==> config.mk <==
export PLATFORM = sky130hd
export DESIGN_NAME = regfile_write_arbiter
export DESIGN_NICKNAME = d
export VERILOG_FILES = /design/src/rtl/regfile_write_arbiter.sv
export SDC_FILE = /design/constraint.sdc
export NUM_CORES = 1
export LEC_CHECK = 0
export CORE_AREA = 2 2 79 81
export CTS_BUF_LIST = sky130_fd_sc_hd__clkbuf_8
export CTS_CLUSTER_SIZE = 8
export DETAILED_ROUTE_END_ITERATION = 16
export DIE_AREA = 0 0 81 83
export PLACE_DENSITY = 0.71
export RECOVER_POWER = 50
export SLEW_MARGIN = 10
export SYNTH_ARGS = -nofsm -noshare
export SYNTH_HDL_FRONTEND = slang
export SYNTH_SLANG_ARGS = --single-unit
export TNS_END_PERCENT = 10
==> constraint.sdc <==
create_clock -name CLK -period 2.25 [get_ports CLK]
set_input_delay 0.3375 -clock CLK [delete_from_list [all_inputs] [get_ports CLK]]
set_output_delay 0.3375 -clock CLK [all_outputs]
set_load 0.01 [all_outputs]
==> src/rtl/regfile_write_arbiter.sv <==
// Two-requester write-port arbiter for the 16x16 register heap: WB has fixed
// priority, TR is forced through after STARVE_MAX consecutive blocked cycles.
module regfile_write_arbiter #(
   parameter int REG_WIDTH  = 4,
   parameter int NUM        = 16,
   parameter int STARVE_MAX = 4
) (
   input  logic                 CLK,
   input  logic                 RST,
   input  logic                 wb_valid_i,
   input  logic [REG_WIDTH-1:0] wb_addr_i,
   input  logic [15:0]          wb_data_i,
   output logic                 wb_ready_o,
   input  logic                 tr_valid_i,
   input  logic [REG_WIDTH-1:0] tr_addr_i,
   input  logic [15:0]          tr_data_i,
   output logic                 tr_ready_o,
   output logic                 regwrite_o,
   output logic [REG_WIDTH-1:0] wrreg_o,
   output logic [15:0]          wdata_o,
   input  logic [REG_WIDTH-1:0] rdreg1_i,
   input  logic [REG_WIDTH-1:0] rdreg2_i,
   output logic                 byp_hit1_o,
   output logic                 byp_hit2_o,
   output logic [15:0]          byp_data_o,
   output logic [NUM-1:0]       pend_mask_o,
   output logic                 starve_o
);

   localparam int DATA_W = 16;

   typedef enum logic {WB_PRI, TR_PRI} state_t;

   state_t                 state, state_nxt;
   logic [3:0]             scnt, scnt_nxt;
   logic                   wb_gnt_p0, tr_gnt_p0;
   logic                   vld_p1;
   logic [REG_WIDTH-1:0]   addr_p1;
   logic [DATA_W-1:0]      data_p1;

   // Stage p0: grant decision and starvation tracking
   always_comb begin
      state_nxt = WB_PRI;
      scnt_nxt  = '0;
      wb_gnt_p0 = 1'b0;
      tr_gnt_p0 = 1'b0;
      if (!RST) begin
         case (state)
            WB_PRI: begin
               wb_gnt_p0 = wb_valid_i;
               tr_gnt_p0 = !wb_valid_i && tr_valid_i;
               // scnt only survives while TR keeps losing to WB
               if (tr_valid_i && wb_gnt_p0) begin
                  if (scnt == 4'(STARVE_MAX - 1))
                     state_nxt = TR_PRI;
                  else
                     scnt_nxt = scnt + 4'd1;
               end
            end
            TR_PRI: begin
               tr_gnt_p0 = tr_valid_i;
               wb_gnt_p0 = !tr_valid_i && wb_valid_i;
            end
            default: ;
         endcase
      end
   end

   // Stage p1: registered write toward the heap
   always_ff @(posedge CLK) begin
      if (RST) begin
         state   <= WB_PRI;
         scnt    <= '0;
         vld_p1  <= 1'b0;
         addr_p1 <= '0;
         data_p1 <= '0;
      end else begin
         state  <= state_nxt;
         scnt   <= scnt_nxt;
         vld_p1 <= wb_gnt_p0 || tr_gnt_p0;
         if (wb_gnt_p0) begin
            addr_p1 <= wb_addr_i;
            data_p1 <= wb_data_i;
         end else if (tr_gnt_p0) begin
            addr_p1 <= tr_addr_i;
            data_p1 <= tr_data_i;
         end
      end
   end

   assign wb_ready_o = wb_gnt_p0;
   assign tr_ready_o = tr_gnt_p0;
   assign starve_o   = (state == TR_PRI);
   assign regwrite_o = !vld_p1;
   assign wrreg_o    = addr_p1;
   assign wdata_o    = data_p1;
   assign byp_data_o = data_p1;
   assign byp_hit1_o = vld_p1 && (rdreg1_i == addr_p1);
   assign byp_hit2_o = vld_p1 && (rdreg2_i == addr_p1);

   // Out-of-range addresses simply match no bit of the mask
   always_comb begin
      pend_mask_o = '0;
      for (int i = 0; i < NUM; i++)
         pend_mask_o[i] = vld_p1 && (32'(addr_p1) == i);
   end

endmodule
==> impl_metrics.json <==
{
  "status": "complete, no violations",
  "slew_viol_final": 0,
  "detail-route-antenna-nets": 0,
  "gr-usage-all-layers_pct": 13.4,
  "cp_max_fo": 4,
  "synth-edff-count": 0,
  "numCtsBuffers": 3,
  "grt-ovfl-total": 0,
  "cp-start-kind": "flip-flop",
  "timing.fmax_mhz": 473,
  "drc_errors": 0,
  "yosys_warnings": 0,
  "drtIter0Drc": 60,
  "syn_to_final_growth_pct": 72.8,
  "post_cts_buffers": 0,
  "hp-class": "reg2reg",
  "synth_flop_cell": "dfxtp_1",
  "dpl_cell_area_um2": 2620,
  "htreeDepth": 1,
  "dieArea_um2": 6720,
  "synthesis.nets": 228,
  "die_h_um": 83,
  "finalSetupViolations": 0,
  "yosysUniqueCellTypes": 28,
  "ys_ff_latch": 26,
  "fin_setup_tns_ns": 0,
  "wire_per_inst_um": 14.1,
  "fin_ws_ns": 0.135,
  "grt_pass1_vias": 1549,
  "start_util_pct": 26.6,
  "required_ns": 1.91,
  "relSlewSlack_pct": 51.3,
  "fill_cells": 587,
  "ys_seq_area_share_pct": 33.6,
  "synthAdderAreaFrac_pct": 0.808,
  "drt-total-wl_mm": 4.77,
  "r2r-start": "starve_o",
  "cts.sinks": 26,
  "path_cells": "inv_2 > or3_4 > nor3_1 > clkdlybuf4s50_1",
  "vias": 1626,
  "root_buffer": "clkbuf_8",
  "synthArstFlopShare_pct": 0,
  "io_pins": 110,
  "synth_top_family_by_area": "compound AO/OA/AOI/OAI gates",
  "netlist_instances": 175,
  "vdd_ir_drop_max_v": 0.000225,
  "gp_congestion": 0.729,
  "rows": 28,
  "fin_crit_ns": 2.11,
  "finalHoldViolations": 0,
  "dp_hpwl_mm": 3.71,
  "grt_max_degree": 23,
  "cap_violations": 0,
  "synthMuxAreaShare_pct": 0.727,
  "min_from": "scnt[0]",
  "cp-startpoint": "vld_p1",
  "max_stage_delay_ns": 0.56,
  "cts_tree": "done",
  "clock_latency_ns": 0.26,
  "yosys.area_share.simple_pct": 13.7,
  "grt_antenna_before_repair": 0,
  "io_buffers": 109,
  "path_class": "reg2out",
  "grt_pass1_wl_mm": 7.35,
  "diodes": 0,
  "finClkSkew_ns": 0.00232,
  "cp-end-kind": "primary output",
  "core_area_um2": 5820,
  "drive_above_1_share_pct": 11.4,
  "power.density_nw_per_um2": 443,
  "clk_path_buf_depth": 2,
  "synth-xor-area-share_pct": 5.09,
  "synth-compound-area-share_pct": 28.8,
  "dpl_worst_slack_ns": 0.0845,
  "crit_path_top_delay_cell": "clkdlybuf4s50_1",
  "worstPathArrival_ns": 1.78,
  "die_x_um": 81,
  "tightest_slew_ns": 0.726,
  "syn_area_um2": 1550,
  "via_per_inst": 4.80,
  "rsz0062_at_grt": "no",
  "p_leak_nw": 0.988,
  "fin_crit_sh_pct": 94.0,
  "nNetsFinal": 318,
  "first_pass_iters": 4,
  "syn_avg_cell_area_um2": 8.85,
  "final_area_um2": 2680,
  "path_clk_slew_ns": 0.09
}
## synthesized netlist by cell type, drive strengths merged, types with 4 or more instances
cell | count | area [µm²]
dfxtp | 26 | 521
nor2 | 18 | 67.6
clkbuf | 9 | 33.8
nand3 | 4 | 20.0
nand2 | 4 | 15.0
xnor2 | 6 | 52.6
clkinv | 19 | 71.3
nor3 | 7 | 35.0
buf | 23 | 153
a221o | 20 | 200
a2111oi | 20 | 238
## critical path, delay by kind of cell, from the launching register on
| kind | cells | cell delay (ns) |
|---|---|---|
| flip-flops | 1 | 0.39 |
| buffers and inverters | 2 | 0.63 |
| AND/OR/NAND/NOR | 2 | 0.49 |
## stage by stage
step	total power, W	hold slack [ns]	utilization [%]	instances
final	0.00118	0.464	46.0	339
after detailed placement	0.000917	0.442	45.0	335
after global placement	0.000911	0.440	45.0	335
after global routing	0.00125	0.489	46.0	339
after floorplan	0.000704	0.423	-	175
after CTS	0.00122	0.461	45.9	339
## worst paths after layout
check                   endpoint  slack, ns  depth (start not counted)
setup reg to reg   byp_data_o[9]       0.83                          4
hold reg to reg          scnt[0]       0.46                          1
hold / removal           scnt[0]       0.46                          1
setup / recovery  pend_mask_o[0]       0.14                          4
## registers in the layout (all words and copies together) (netlist names)
register	flops
starve_o	1
vld_p1	1
byp_data_o	16
wrreg_o	4
scnt	4
## logic make-up after synthesis
family / after synthesis
and+or+nand+nor: 43
muxes: 1
xor gates and xnor gates: 9
DFF: 26
buffers and inverters: 54
adders and majority gates: 1
AOI/OAI and AO/OA: 41
## power by group
part,leakage [nW],internal (W),switching [W]
clock network,0.0288,0.000156,0.000142
logic,0.744,0.000220,0.000137
registers,0.216,0.000493,0.0000359
total,0.988,0.000869,0.000316
## routing by layer
| metal | part of all wire [%] | vias up | wire length [µm] | track usage (%) |
|---|---|---|---|---|
| li1 | - | 802 | - | - |
| met1 | 43 | 752 | 2050 | 16.6 |
| met2 | 49 | 68 | 2320 | 23.4 |
| met3 | 7.4 | 4 | 355 | 2.72 |
| met4 | 0.92 | 0 | 44 | 3.24 |
| met5 | 0 | - | 0 | 0 |
## cell type report
cell class / instances / area, µm² / share of cell area [%]
multi-input combinational: 95 / 772 / 28.8
tap: 75 / 93.8 / 3.51
timing repair buffer: 117 / 1150 / 42.9
inverter: 22 / 82.6 / 3.09
clock buffer: 4 / 55.1 / 2.06
sequential: 26 / 524 / 19.6
## cells in the final DEF, fill, tap and decap left out, types with 4 or more instances in the layout
cell             Yosys  layout
a2111oi_0           10      10
dlygate4sd3_1        0      34
a221o_1             20      20
buf_4               16       7
clkdlybuf4s50_1      0      75
xnor2_1              6       6
nand2_1              4       4
a2111oi_2           10      10
clkinv_1            19      19
nor2_1              18      17
dfxtp_1             26      23
clkbuf_8             0       4
nand3_1              4       4
nor3_1               7       6
## what timing repair did
action,in CTS,in global routing
resized for setup,0,4
hold buffers,0,0
endpoints found under the setup margin,0,6
Note: power is estimated with default switching activity, not from simulation.
==> RTL edit 1: new RTL, same settings <==
Make the reset (`RST`) asynchronous in one clocked block.
--- a/src/rtl/regfile_write_arbiter.sv
+++ b/src/rtl/regfile_write_arbiter.sv
@@ -68,5 +68,5 @@
 
    // Stage p1: registered write toward the heap
-   always_ff @(posedge CLK) begin
+   always_ff @(posedge CLK or posedge RST) begin
       if (RST) begin
          state   <= WB_PRI;
Check against the original RTL: differs if RST is asserted again (counterexample within 4 cycles, from zero or initial values and one cycle with RST high); with RST held inactive, the same outputs for 10 cycles.
==> RTL edit 1 against the unedited design <==
- synthesized cell count up 12%
- sequential cell count unchanged
- count of clock-buffer cells in the layout down 1
- routed wire length down 5.9%
- worst setup slack worse by 0.070 ns
- power up 23%
- core utilization up 1.5 points
- non-clock buffer count down 2
- synthesized area up 11%
- cell area up 3.2%
- critical path depth unchanged
- die area unchanged
- critical endpoint is now tr_ready_o
- largest power group unchanged
- highest routed layer unchanged
==> RTL edit 1: results (changes against the unedited design) <==
max reg flops 16 (unchanged); worst hold path type flip-flop to flip-flop (unchanged); Max Root-Sink Buffers 2 (unchanged); Required @ worst endpoint 1.91 ns (about the same); Worst Skew 0.00333 ns (was 0.00232 ns); H-tree depth 1 (unchanged); post-synth net total 249 (was 228); Commonest cells post-synth nor2_1 (36), dfrtp_1 (26), a31oi_1 (20), or3b_1 (20), buf_4 (18) (was dfxtp_1 (26), a221o_1 (20), clkinv_1 (19), nor2_1 (18), buf_4 (16)); Post-CTS Setup Inserts 0 (unchanged); post-synthesis compound-gate area fraction 0.139 (was 0.288); max-capacitance violation count 0 (unchanged); post-synthesis xor/xnor area fraction 0.0458 (was 0.0509); First-pass DRT Iterations 4 (unchanged); first-pass GRT wire length 7270 um (was 7350 um); Area contributors post-synth dfrtp_1 (38%), or3b_1 (10%), buf_4 (7.8%) (was dfxtp_1 (34%), a221o_1 (13%), a2111oi_2 (9.7%)); post-synthesis mux area share 0 (was 0.00727); Clk Latency, worst-skew pair about 0.27 ns; internal power 0.00106 W (was 0.000869 W); DR iter-0 viols 41 (was 60); adder-cell share of the synthesized area 0.00726 (was 0.00808); Ys Warns 0 (unchanged); post-DP HPWL 3490 um (was 3710 um); status finished clean (unchanged); slew margin rel. 0.0613 (was 0.513); clock tree root driver cell clkbuf_8 (unchanged); Placed Instance Area 0.00271 sq mm (was 0.00262 sq mm); Nets 336 (was 318); pre-CTS WS 0.168 ns (was 0.0845 ns); PortBufs 109 (unchanged); Leak 1.06 nW (was 0.988 nW); drt wl/cell 12.6 um (was 14.1 um); vias in the first global route 1515 (was 1549); Clock Power Share 0.262 (was 0.252); share of layout cells above drive strength 1 0.0461 (was 0.114); CTS Buf Count 3 (unchanged); Distinct cells, synth 28 (unchanged); remaining global-route overflow 0 (unchanged); vias per cell 4.61 (was 4.80); Global Route Usage Sum 0.133 (was 0.134); Worst VDD drop 0.322 mV (was 0.225 mV); sequential area share after synthesis 0.378 (was 0.336); initial antenna violation count 0 (unchanged); Most used DFF post-synth dfrtp_1 (was dfxtp_1); GPL Wtd Cong 0.710 (was 0.729); CTS clk-pin slew, worst paths 0.09 ns (about the same); Post-synth ARST share 1.00 (was 0); ant diodes 0 (unchanged); crit path max fanout 3 (was 4); largest net degree at the start of global routing 42 (was 23)
RTL edit 1: area by class of cell:
cell class                      count  area [sq um]
Tap cell                           75          93.8
Sequential cell                    26           652
Clock inverter                      1          30.0
Fill cell                         595          3050
Inverter                            3          11.3
Timing Repair Buffer              115          1130
Clock buffer                        3          41.3
Multi-Input combinational cell    134           802
RTL edit 1: final timing paths:
kind                       slack, ns        from            end  depth (start not counted)
min in group asynchronous       0.95         RST  byp_data_o[1]                          3
min reg2reg                     0.47     scnt[0]        scnt[0]                          1
max                             0.07  wb_valid_i     tr_ready_o                          4
min                             0.47     scnt[0]        scnt[0]                          1
max in group asynchronous       0.38         RST     wrreg_o[3]                          3
max reg2reg                     0.79    starve_o     wrreg_o[2]                          4
RTL edit 1: logic make-up after synthesis:
family / count (synthesis)
buffers and inverters: 36
flip-flops: 26
AO/OA/AOI/OAI: 42
XOR/XNOR: 9
AND/OR/NAND/NOR: 82
adder cells (fa/ha/maj): 1
RTL edit 1: power by group through the flow:
stage,clock [W],combinational [W],sequential [W]
after floorplan,0,0.000270,0.000585
after global placement,0,0.000527,0.000579
after detailed placement,0,0.000533,0.000583
after CTS,0.000401,0.000534,0.000574
after global routing,0.000413,0.000548,0.000581
final,0.000380,0.000503,0.000570
RTL edit 1: routing by layer:
metal  vias up  global-route usage  share of wire
met4         0              0.0370         0.0051
met2        65               0.238           0.50
met5         -                   0              0
met3         2              0.0293          0.084
li1        836                   -              -
met1       744               0.157           0.41
RTL edit 1: critical path, cell delays in order:
cell	delay [ns]
dlygate4sd3_1	0.59
nor2b_1	0.17
nor3b_1	0.18
clkdlybuf4s50_1	0.56
RTL edit 1: repair_timing:
action / 4_1_cts / 5_1_grt
hold buffers: 0 / 0
gates resized for setup: 0 / 2
endpoints found under the setup margin: 0 / 3
RTL edit 1: per-stage QoR:
step	std cells	TNS (ns)	hold WS, ns	total power, W
6_report	357	0	0.474	0.00145
5_1_grt	357	-0.0268	0.517	0.00154
4_1_cts	357	0	0.483	0.00151
3_5_place_dp	353	0	0.470	0.00112
3_3_place_gp	353	0	0.458	0.00111
2_1_floorplan	196	0	0.386	0.000855
==> RTL edit 2: new RTL, same settings <==
Made on the original files. `REG_WIDTH`: 4 -> 5.
--- a/src/rtl/regfile_write_arbiter.sv
+++ b/src/rtl/regfile_write_arbiter.sv
@@ -2,5 +2,5 @@
 // priority, TR is forced through after STARVE_MAX consecutive blocked cycles.
 module regfile_write_arbiter #(
-   parameter int REG_WIDTH  = 4,
+   parameter int REG_WIDTH  = 5,
    parameter int NUM        = 16,
    parameter int STARVE_MAX = 4
Ports: changed (5 resized); port bits go from 110 to 115. The function was not compared with the original's and may differ.
==> RTL edit 2 against the unedited design <==
- routed wire length is 11% higher
- critical path depth stayed put
- critical endpoint is now tr_ready_o
- via count is 7.8% higher
- sequential cell count is 1 higher
- maximum frequency is 2.8% lower
- first-iteration DRC count is 40% lower
- largest power group unchanged
- cell area is 6.5% higher
- synthesized area is 4.8% higher
- count of clock-buffer cells in the layout is 1 lower
- power is 3.1% higher
- worst setup slack worse by 0.061 ns
- highest routed layer unchanged
==> RTL edit 2: results (changes against the unedited design) <==
sequential area share after synthesis 0.333 (was 0.336); vias in the first global route 1744 (was 1549); post-synthesis mux area share 0 (was 0.00727); post-synthesis xor/xnor area fraction 0.0594 (was 0.0509); Least-Margin Pin Slew 0.741 ns (was 0.726 ns); post-synth net total 238 (was 228); post-DP HPWL 4090 um (was 3710 um); Nets 340 (was 318); drt wl/cell 14.8 um (was 14.1 um); multi-input gates 99 (was 95); bufs w/o clock 129 (was 117); net switching power 0.000345 W (was 0.000316 W); Leak 1.24 nW (was 0.988 nW); fin cells 357 (was 339); clock network area share 0.0171 (was 0.0206); proportion of cell area occupied by registers 0.191 (was 0.196); Met1 Wirelength 2090 um (was 2050 um); Via Count 1753 (was 1626); status finished clean (unchanged); Area contributors post-synth dfxtp_1 (33%), a221o_1 (13%), a2111oi_2 (9.3%) (was dfxtp_1 (34%), a221o_1 (13%), a2111oi_2 (9.7%)); adder-cell share of the synthesized area 0.00771 (was 0.00808); WP data arrival 1.84 ns (was 1.78 ns); Worst VDD drop 0.197 mV (was 0.225 mV); Seq. pwr 0.000542 W (was 0.000529 W); Non-Clock Buffer Area Fraction 0.437 (was 0.429); pre-CTS WS 0.0969 ns (was 0.0845 ns); first-pass GRT wire length 8290 um (was 7350 um); DR WL met2 2840 um (was 2320 um); pwr/cell area 429 mW/mm^2 (was 443 mW/mm^2); GPL Wtd Cong 0.743 (was 0.729); Clock Power Share 0.234 (was 0.252); metal3 WL 340 um (was 355 um); DP Cell Count 353 (was 335); Commonest cells post-synth dfxtp_1 (27), inv_1 (23), a221o_1 (21), nor2_1 (17), buf_4 (16) (was dfxtp_1 (26), a221o_1 (20), clkinv_1 (19), nor2_1 (18), buf_4 (16)); area of the multi-input gates 832 sq um (was 772 sq um); CP peak stage delay 0.58 ns (was 0.56 ns); post-synthesis compound-gate area fraction 0.289 (was 0.288); share of layout cells above drive strength 1 0.124 (was 0.114); Yosys reg bits 27 (was 26)
-- RTL edit 2: cell count changes in the layout (fill, tap and decap cells not counted), sizes merged, moves of 2 or more --
cell,change
nand3,-3
clkdlybuf4s50,-9
dlymetal6s2s,+4
dlygate4sd2,+9
buf,+6
nand4,+2
or4b,+2
clkinv,-19
xnor2,+2
inv,+20
-- RTL edit 2: routing by layer --
metal | track usage | up-vias
met5 | 0 | -
met4 | 0.0277 | 0
met3 | 0.0293 | 2
met2 | 0.289 | 62
met1 | 0.174 | 833
li1 | - | 856
-- RTL edit 2: path summary, 6_finish.rpt --
kind / startpoint / depth (start not counted) / slack (ns) / to
setup / recovery: wb_valid_i / 4 / 0.07 / tr_ready_o
hold / removal: scnt[0] / 1 / 0.46 / scnt[0]
setup reg to reg: starve_o / 4 / 0.88 / byp_data_o[14]
hold reg to reg: scnt[0] / 1 / 0.46 / scnt[0]
